## config.mk

```make
export PLATFORM = sky130hd
export DESIGN_NAME = delay_line_rx
export DESIGN_NICKNAME = d
export VERILOG_FILES = /design/src/rtl/delay_line_rx.sv
export SDC_FILE = /design/constraint.sdc
export NUM_CORES = 1
export LEC_CHECK = 0
export CAP_MARGIN = 0
export CORE_MARGIN = 2
export CORE_UTILIZATION = 40
export CTS_BUF_LIST = sky130_fd_sc_hd__clkbuf_4 sky130_fd_sc_hd__clkbuf_8 sky130_fd_sc_hd__clkbuf_16
export CTS_CLUSTER_SIZE = 24
export DETAILED_ROUTE_END_ITERATION = 8
export SYNTH_ARGS = -nofsm -noshare
export SYNTH_HDL_FRONTEND = slang
export SYNTH_SLANG_ARGS = --single-unit
export TNS_END_PERCENT = 5
```

## constraint.sdc

```tcl
create_clock -name clk -period 4.2 [get_ports clk]
set_input_delay 0.84 -clock clk [delete_from_list [all_inputs] [get_ports clk]]
set_output_delay 0.84 -clock clk [all_outputs]
set_load 0.01 [all_outputs]
```

## src/rtl/delay_line_rx.sv

```systemverilog
// Delay-line pulse receiver: recovers slot timing from rising edges, samples mid-pulse, assembles MSB-first words.
// Word valid 1 cycle after its last sample point; no backpressure (unacked word is overwritten, overrun flagged). Option: DELAY_LINE_RX_GLITCH_FILTER_EN.
module delay_line_rx #(
  parameter int DATA_WIDTH = 16,
  parameter int ADDR_WIDTH = 8,
  parameter int PW_WIDTH   = 8,
  parameter int PG_WIDTH   = 8
) (
  input  logic                  clk,
  input  logic                  reset,
  input  logic                  in,
  input  logic [PW_WIDTH-1:0]   pulse_width,
  input  logic [PG_WIDTH-1:0]   pulse_gap,
  input  logic [ADDR_WIDTH-1:0] no_nums,
  output logic [DATA_WIDTH-1:0] rx_num,
  output logic [ADDR_WIDTH-1:0] rx_addr,
  output logic                  rx_valid,
  input  logic                  rx_ack,
  output logic                  rx_overrun,
  output logic                  rx_realign
);

  localparam int MW = (PW_WIDTH > PG_WIDTH) ? PW_WIDTH : PG_WIDTH;
  localparam int SW = MW + 1;
  localparam int BW = (DATA_WIDTH > 1) ? $clog2(DATA_WIDTH) : 1;
  localparam logic [BW-1:0] LAST_BIT = BW'(DATA_WIDTH - 1);

  logic                  sync1_q, sync1_d, sync2_q, sync2_d;
  logic                  line_dly_q, line_dly_d;
  logic [SW-1:0]         slot_ctr_q, slot_ctr_d;
  logic [BW-1:0]         bit_ctr_q, bit_ctr_d;
  logic [ADDR_WIDTH-1:0] word_ctr_q, word_ctr_d;
  logic [ADDR_WIDTH-1:0] rx_addr_q, rx_addr_d;
  logic [DATA_WIDTH-1:0] shift_q, shift_d;
  logic [DATA_WIDTH-1:0] rx_num_q, rx_num_d;
  logic                  rx_valid_q, rx_valid_d;
  logic                  rx_overrun_q, rx_overrun_d;

  logic                  line, rise, sample, complete;
  logic [SW-1:0]         period_m1, sample_pt, gap_p1, realign_val;
  logic [DATA_WIDTH-1:0] shifted;

`ifdef DELAY_LINE_RX_GLITCH_FILTER_EN
  logic hist1_q, hist1_d, hist2_q, hist2_d;
  // Majority of three consecutive samples rejects any single-cycle glitch.
  assign line = (sync2_q & hist1_q) | (sync2_q & hist2_q) | (hist1_q & hist2_q);
`else
  assign line = sync2_q;
`endif

  // Full-width arithmetic: the slot period can exceed either field's range.
  assign period_m1   = SW'(pulse_width) + SW'(pulse_gap) - SW'(1);
  assign sample_pt   = SW'(pulse_gap) + (SW'(pulse_width) >> 1);
  assign gap_p1      = SW'(pulse_gap) + SW'(1);
  assign realign_val = (gap_p1 > period_m1) ? '0 : gap_p1;

  assign rise     = line & ~line_dly_q;
  assign sample   = (slot_ctr_q == sample_pt);
  assign complete = sample & (bit_ctr_q == LAST_BIT);
  assign shifted  = {shift_q[DATA_WIDTH-2:0], line};

  always_comb begin
    sync1_d      = in;
    sync2_d      = sync1_q;
    line_dly_d   = line;
    slot_ctr_d   = slot_ctr_q;
    bit_ctr_d    = bit_ctr_q;
    word_ctr_d   = word_ctr_q;
    shift_d      = shift_q;
    rx_num_d     = rx_num_q;
    rx_addr_d    = rx_addr_q;
    rx_valid_d   = rx_valid_q;
    rx_overrun_d = rx_overrun_q;
`ifdef DELAY_LINE_RX_GLITCH_FILTER_EN
    hist1_d      = sync2_q;
    hist2_d      = hist1_q;
`endif

    if (rise) begin
      slot_ctr_d = realign_val;
    end else if (slot_ctr_q >= period_m1) begin
      slot_ctr_d = '0;
    end else begin
      slot_ctr_d = slot_ctr_q + SW'(1);
    end

    if (sample) begin
      shift_d   = shifted;
      bit_ctr_d = (bit_ctr_q == LAST_BIT) ? '0 : bit_ctr_q + BW'(1);
    end

    if (complete) begin
      rx_num_d   = shifted;
      rx_addr_d  = word_ctr_q;
      rx_valid_d = 1'b1;
      if (rx_valid_q && !rx_ack) begin
        rx_overrun_d = 1'b1;
      end
      // >= also recovers if no_nums shrinks below the current index.
      if (no_nums <= ADDR_WIDTH'(1) || word_ctr_q >= no_nums - ADDR_WIDTH'(1)) begin
        word_ctr_d = '0;
      end else begin
        word_ctr_d = word_ctr_q + ADDR_WIDTH'(1);
      end
    end else if (rx_ack) begin
      rx_valid_d = 1'b0;
    end
  end

  always_ff @(posedge clk) begin
    if (reset) begin
      sync1_q      <= 1'b0;
      sync2_q      <= 1'b0;
      line_dly_q   <= 1'b0;
      slot_ctr_q   <= '0;
      bit_ctr_q    <= '0;
      word_ctr_q   <= '0;
      shift_q      <= '0;
      rx_num_q     <= '0;
      rx_addr_q    <= '0;
      rx_valid_q   <= 1'b0;
      rx_overrun_q <= 1'b0;
`ifdef DELAY_LINE_RX_GLITCH_FILTER_EN
      hist1_q      <= 1'b0;
      hist2_q      <= 1'b0;
`endif
    end else begin
      sync1_q      <= sync1_d;
      sync2_q      <= sync2_d;
      line_dly_q   <= line_dly_d;
      slot_ctr_q   <= slot_ctr_d;
      bit_ctr_q    <= bit_ctr_d;
      word_ctr_q   <= word_ctr_d;
      shift_q      <= shift_d;
      rx_num_q     <= rx_num_d;
      rx_addr_q    <= rx_addr_d;
      rx_valid_q   <= rx_valid_d;
      rx_overrun_q <= rx_overrun_d;
`ifdef DELAY_LINE_RX_GLITCH_FILTER_EN
      hist1_q      <= hist1_d;
      hist2_q      <= hist2_d;
`endif
    end
  end

  assign rx_num     = rx_num_q;
  assign rx_addr    = rx_addr_q;
  assign rx_valid   = rx_valid_q;
  assign rx_overrun = rx_overrun_q;
  assign rx_realign = rise & ~reset;

endmodule
```

==> results of run 1 <==
-- cell families after synthesis --
| family | share of synthesized area (%) |
|---|---|
| AO/OA/AOI/OAI | 23.70 |
| AND/OR/NAND/NOR | 19.29 |
| adder cells (fa/ha/maj) | 14.46 |
| XOR/XNOR | 6.087 |
| flip-flops | 28.26 |
| buffers and inverters | 7.092 |
| multiplexers | 1.114 |
-- cells in the mapped netlist, drive strengths merged, types with 3 or more instances --
cell type,instances
nor3b,3
a2111oi,3
a31o,3
and3,7
a31oi,3
or3,5
nor2,11
buf,13
xor2,6
ha,50
o221ai,3
or2,3
clkbuf,12
nor2b,8
nand4,12
a211oi,6
xnor2,26
o21a,6
nor4,6
mux2i,4
o22ai,11
nand2b,6
o211ai,4
dfxtp,65
a21oi,59
nor3,16
nand2,44
o41ai,5
a21o,7
o21ai,42
nand3,35
inv,55
-- flip-flops by register name, indices dropped and copies added (netlist names), 4 cells and up --
| register | flops |
|---|---|
| bit_ctr_q | 4 |
| rx_addr | 8 |
| rx_num | 16 |
| shift_q | 15 |
| slot_ctr_q | 9 |
| word_ctr_q | 8 |
-- power groups by stage --
stage               Sequential, mW  Combinational [mW]  Clock [mW]
floorplan                    0.647               0.290           0
global placement             0.653               0.432           0
detailed placement           0.653               0.446           0
CTS                          0.640               0.451       0.817
global route                 0.641               0.521       0.850
finish                       0.640               0.468       0.801
-- worst min-delay path by stage --
stage / cells after the start / slack, ns / end / start
final: 2 / 0.46 / shift_q[14]$_SDFFE_PP0N_ / shift_q[14]$_SDFFE_PP0N_
after global routing: 2 / 0.48 / shift_q[14]$_SDFFE_PP0N_ / shift_q[14]$_SDFFE_PP0N_
after CTS: 2 / 0.46 / shift_q[14]$_SDFFE_PP0N_ / shift_q[14]$_SDFFE_PP0N_
after detailed placement: 1 / 0.45 / line$_SDFF_PP0_ / sync1_q$_SDFF_PP0_
after global placement: 1 / 0.42 / line$_SDFF_PP0_ / sync1_q$_SDFF_PP0_
after floorplan: 1 / 0.41 / line$_SDFF_PP0_ / sync1_q$_SDFF_PP0_
-- layer usage --
metal  wire length (um)  global-route usage, %  up-vias
met5                  0                      0        -
met4                134                  4.856        0
met3                383                  3.226       10
met2               5809                  32.85       76
met1               5536                  26.50     2057
li1                   -                      -     2209
-- layout make-up --
type                    instances  area [um2]  area share [%]
repair buffers                 98       865.8           14.58
clock buffers                   9       225.2           3.792
inverters                      56       210.2           3.539
well taps                     143       178.9           3.012
multi-input cells             419        3057           51.46
flip-flops and latches         65        1301           21.91
clock inverters                 7       101.3           1.706
-- worst min-delay path, delay by kind of cell, from the launching register on --
family,cells,cell delay [ns]
AO/OA/AOI/OAI,1,0.05
AND/OR/NAND/NOR,1,0.05
flip-flops,1,0.31
-- what timing repair did --
item	CTS	global route
cloned	0	0
endpoints found under the setup margin	4	9
gates resized for setup	1	13
pin swaps	0	9
==> results.ini, run 1 <==
[status]
outcome = complete, no violations

[global_routing]
antenna_found_initial = 0
grt_pass1_wl_mm = 20.67
grt.overflow.total = 0
grt_pass1_vias = 4381
grt_use_total_pct = 19.65
grt_start_max_net_pins = 55

[cells_and_area]
fillerInstances = 1078
stdcell_area_um2 = 5939
num_antenna_cells = 0
utilization_pct = 52.46
final_cell_mix = dfxtp_1 (65), a21oi_1 (57), inv_1 (54)
final_cells = 797
layout_commonest_cell = dfxtp_1
area_growth_pct = 28.99
final_nets = 729
layout-drive-gt1-share_pct = 13.91

[worst_setup_path]
path_buf_inv = 3
endpoint = slot_ctr_q[6]$_SDFF_PP0_
worst-r2r-cell-count = 9
cpPeakStageDelay_ns = 0.47
cp_common_cell = ha_1
r2r_end = rx_num[14]$_SDFFE_PP0P_
cp-start-kind = input pin
cp_cell_sequence = clkdlybuf4s50_1 > inv_1 > ha_1 > inv_2 > ha_4 > a211oi_2 > o21a_1 > o21ai_1 > a21o_1 > xnor2_2 > ha_1 > nand2_1 > o21ba_2 > mux2_2 > o221ai_4 > a31oi_4 > o22ai_1
cp-startpoint = pulse_width[2]
required_ns = 4.44
path_max_fanout = 8
crit_arrival_ns = 4.26
reg2reg_slack_ns = 1.73
crit_family = compound AO/OA/AOI/OAI gates
rr_startpoint = slot_ctr_q[0]$_SDFF_PP0_
end_kind = flip-flop
cp_num_cells = 17
slowest_stage = clkdlybuf4s50_1
worstSetupPathType = in2reg

[cts]
cts_max_path_buffers = 2
cts_tree = built
numClockSinks = 65
cts_buffers = 9
root_buffer = clkbuf_16
clk_latency_ns = 0.32
clk_pin_slew_worst_paths_ns = 0.06
post_cts_buffers = 0
htreeDepth = 3
postCtsHoldBufs = 0

[timing]
hold_viol = 0
tns_ns = 0
drv_slew = 0
fmax_mhz = 248.3
min_period_over_period_pct = 95.88
post-route-worst-setup-slack_ns = 0.1732
whs_ns = 0.4627
rsz0062_at_grt = false
slew_headroom_pct = 52.72
worst_pin_slew_ns = 0.7038
finalCriticalPeriod_ns = 4.027
skew_ns = 0.007279
finalSetupViolations = 0

[yosys]
synth_top_area_share_pct = 28.26
synth-main-ff-cell = dfxtp_1
synthCells = 565
async_flop_share_pct = 0
synth_seq_cells = 65
syn_area_um2 = 4604
syn_area_per_cell_um2 = 8.149
synth.area.top_cells = dfxtp_1 (28%), ha_1 (14%), a21oi_1 (6.3%), xnor2_1 (4.9%), inv_1 (4.5%)
synth_top_area_cell = dfxtp_1
ys_seq_area_share_pct = 28.26
synth_edf_count = 0
ys_types = 65
synth_warnings = 0
syn_nets = 645

[power_and_ir_drop]
power_leakage_nw = 2.359
internal-power_mw = 1.372
power.total_mw = 1.909
powerDensity_nw_per_um2 = 321.5
peakVddDrop_mv = 0.2565
p_sw_uw = 537.5
switching_share_pct = 28.15
seqPwrFrac_pct = 33.5
clkPwrFrac_pct = 42.0
combPwrFrac_pct = 24.5

[drt]
routedWlPerCell_um = 14.89
finalWirelength_mm = 11.86
viasPerCell = 5.460
drt-pass1-iter-count = 4
drt_iter0_drc = 216
postRouteAntennaNets = 0
drc = 0
dr_total_vias = 4352

[die]
fp.dieH_um = 111.3
core_area_um2 = 11320
io_pins = 55
placementRows = 39
die_area_um2 = 12390
die_w_um = 111.3
initial_utilization_pct = 40.67

[place]
hpwl_mm = 8.910
place_inst = 781
dpl_cell_area_um2 = 5545
routabilityCongestion = 0.8437
pre_cts_ws_ns = -0.3472
port_buffers = 54

[min_path]
hold_path_class = reg2reg

[flow_run]
maxCapViolations = 0

Power figures use the tool's default switching activity.
==> inputs of run 2 (changes only) <==
--- a/config.mk
+++ b/config.mk
@@ -11,7 +11,8 @@
 export CTS_BUF_LIST = sky130_fd_sc_hd__clkbuf_4 sky130_fd_sc_hd__clkbuf_8 sky130_fd_sc_hd__clkbuf_16
 export CTS_CLUSTER_SIZE = 24
 export DETAILED_ROUTE_END_ITERATION = 8
+export SLEW_MARGIN = 20
 export SYNTH_ARGS = -nofsm -noshare
 export SYNTH_HDL_FRONTEND = slang
 export SYNTH_SLANG_ARGS = --single-unit
-export TNS_END_PERCENT = 5
+export TNS_END_PERCENT = 20
==> results of run 2 <==
Same layout as run 1: the final DEF is identical, and so are final timing and power.
==> inputs of run 3 (changes only) <==
--- a/config.mk
+++ b/config.mk
@@ -5,7 +5,6 @@
 export SDC_FILE = /design/constraint.sdc
 export NUM_CORES = 1
 export LEC_CHECK = 0
-export CAP_MARGIN = 0
 export CORE_MARGIN = 2
 export CORE_UTILIZATION = 40
 export CTS_BUF_LIST = sky130_fd_sc_hd__clkbuf_4 sky130_fd_sc_hd__clkbuf_8 sky130_fd_sc_hd__clkbuf_16
==> constraint.sdc (replaced) <==
create_clock -name clk -period 5.1 [get_ports clk]
set_input_delay 1.02 -clock clk [delete_from_list [all_inputs] [get_ports clk]]
set_output_delay 1.02 -clock clk [all_outputs]
set_load 0.01 [all_outputs]
==> run 3 against run 2 <==
Sequential share of layout area increased by 1.3 points. Worst setup slack improved by 0.30 ns. Largest power group unchanged. Hold slack got worse by 0.027 ns. Largest cell class unchanged. Die area unchanged. Total power decreased by 21%. Wire length decreased by 2.6%. Non-clock buffer count decreased by 34. Critical path type unchanged. Highest routed layer unchanged. Via count decreased by 3.3%.
==> results.ini, run 3 (same netlist as run 1, synthesis figures left out) <==
[status]
outcome = complete, no violations

[cells_and_area]
final_cell_mix = dfxtp_1 (65), a21oi_1 (58), inv_1 (55)
final_cells = 763
layout_commonest_cell = dfxtp_1
final_nets = 695
multi_input_comb_area_um2 = 2989
area_growth_pct = 21.96
regArea_um2 = 1301
largest_register_ffs = 16
layout-drive-gt1-share_pct = 7.419
num_antenna_cells = 0
fillerInstances = 1124

[drt]
drt_iter0_drc = 225
viasPerCell = 5.518
drt-pass1-iter-count = 4
postRouteAntennaNets = 0
finalWirelength_mm = 11.55
dr_total_vias = 4210
drc = 0
routedWlPerCell_um = 15.14

[timing]
rsz0062_at_grt = false
hold_viol = 0
finalSetupViolations = 0
min_period_over_period_pct = 90.66
worst_pin_slew_ns = 0.9774
fmax_mhz = 216.3
skew_ns = 0.007950
drv_slew = 0
slew_headroom_pct = 34.84
tns_ns = 0
finalCriticalPeriod_ns = 4.624

[worst_setup_path]
cp_common_cell = ha_1
crit_arrival_ns = 4.86
path_max_fanout = 8
cp_cell_sequence = clkdlybuf4s50_1 > inv_1 > ha_1 > inv_1 > ha_1 > a211oi_1 > o21a_1 > o21ai_0 > a21o_1 > xnor2_1 > ha_1 > nand2_1 > o21ba_2 > mux2_2 > o221ai_1 > a31oi_4 > o22ai_1
cp-start-kind = input pin
slowest_stage = clkdlybuf4s50_1
worstSetupPathType = in2reg
cpPeakStageDelay_ns = 0.54
end_kind = flip-flop
required_ns = 5.33

[cts]
postCtsHoldBufs = 0
cts_max_path_buffers = 2
postCtsResizedCells = 0
root_buffer = clkbuf_16
cts_tree = built
numClockSinks = 65
clk_latency_ns = 0.32
htreeDepth = 3
post_cts_buffers = 0
clk_pin_slew_worst_paths_ns = 0.05
cts_buffers = 9

[power_and_ir_drop]
clkPwrFrac_pct = 43.5
power_leakage_nw = 2.195
switching_share_pct = 26.89
combPwrFrac_pct = 21.8
seqPwrFrac_pct = 34.7
powerDensity_nw_per_um2 = 270.2
peakVddDrop_mv = 0.2672
p_sw_uw = 408.1
internal-power_mw = 1.109

[place]
routabilityCongestion = 0.9027
hpwl_mm = 8.455
place_inst = 747
port_buffers = 54

[die]
io_pins = 55
placementRows = 39
fp.dieH_um = 111.3
core_area_um2 = 11320
die_w_um = 111.3
die_area_um2 = 12390
initial_utilization_pct = 40.67

[global_routing]
grt_start_max_net_pins = 55
grt_pass1_vias = 4151
grt_pass1_wl_mm = 19.67
grt.overflow.total = 0
grt_use_total_pct = 19.06
antenna_found_initial = 0

[flow_run]
maxCapViolations = 0

[min_path]
hold_path_class = reg2reg

[run 3: through the flow]
step	hold WS [ns]	area (um2)	power, mW	setup WS [ns]	util, %
after floorplan	0.4138	4604	0.7715	1.141	-
after global placement	0.4209	5290	0.8605	0.4057	46.73
after detailed placement	0.4265	5290	0.8672	0.2391	46.73
after CTS	0.4394	5615	1.532	0.5293	49.60
after global routing	0.4613	5615	1.600	0.2110	49.60
final	0.4352	5615	1.518	0.4765	49.60
[run 3: worst paths after layout]
path / from / endpoint / slack [ns] / cells past startpoint
worst min register to register: sync1_q$_SDFF_PP0_ / line$_SDFF_PP0_ / 0.44 / 1
worst max-delay path: pulse_width[2] / slot_ctr_q[6]$_SDFF_PP0_ / 0.48 / 17
worst min-delay path: sync1_q$_SDFF_PP0_ / line$_SDFF_PP0_ / 0.44 / 1
worst max register to register: slot_ctr_q[2]$_SDFF_PP0_ / word_ctr_q[2]$_SDFFE_PP0P_ / 2.41 / 8
[run 3: area by class of cell]
cell class	instances	area share [%]
Tap cell	143	3.186
Multi-Input combinational cell	419	53.23
Clock buffer	11	4.389
Inverter	56	3.743
Sequential cell	65	23.17
Timing Repair Buffer	64	10.87
Clock inverter	5	1.404
[run 3: worst max-delay path, delay by kind of cell]
| family | cells | cell delay, ns |
|---|---|---|
| compound gates | 8 | 1.72 |
| fa+ha+maj | 3 | 0.88 |
| buf+inv | 3 | 0.67 |
| mux | 1 | 0.26 |
| xor+xnor | 1 | 0.23 |
| simple gates | 1 | 0.09 |
[run 3: routing by layer]
layer  wire length (um)  share of wire [%]  track usage (%)
met3                457                4.0            3.062
met5                  0                  0                0
met1               5499                 48            25.03
met2               5420                 47            31.26
met4                177                1.5            7.654
[run 3: power by group through the flow]
| stage | clock network [mW] | logic [mW] | registers (mW) |
|---|---|---|---|
| after global routing | 0.699 | 0.374 | 0.527 |
| after CTS | 0.674 | 0.332 | 0.526 |
| final | 0.660 | 0.331 | 0.527 |
| after detailed placement | 0 | 0.330 | 0.537 |
| after floorplan | 0 | 0.239 | 0.532 |
| after global placement | 0 | 0.323 | 0.537 |
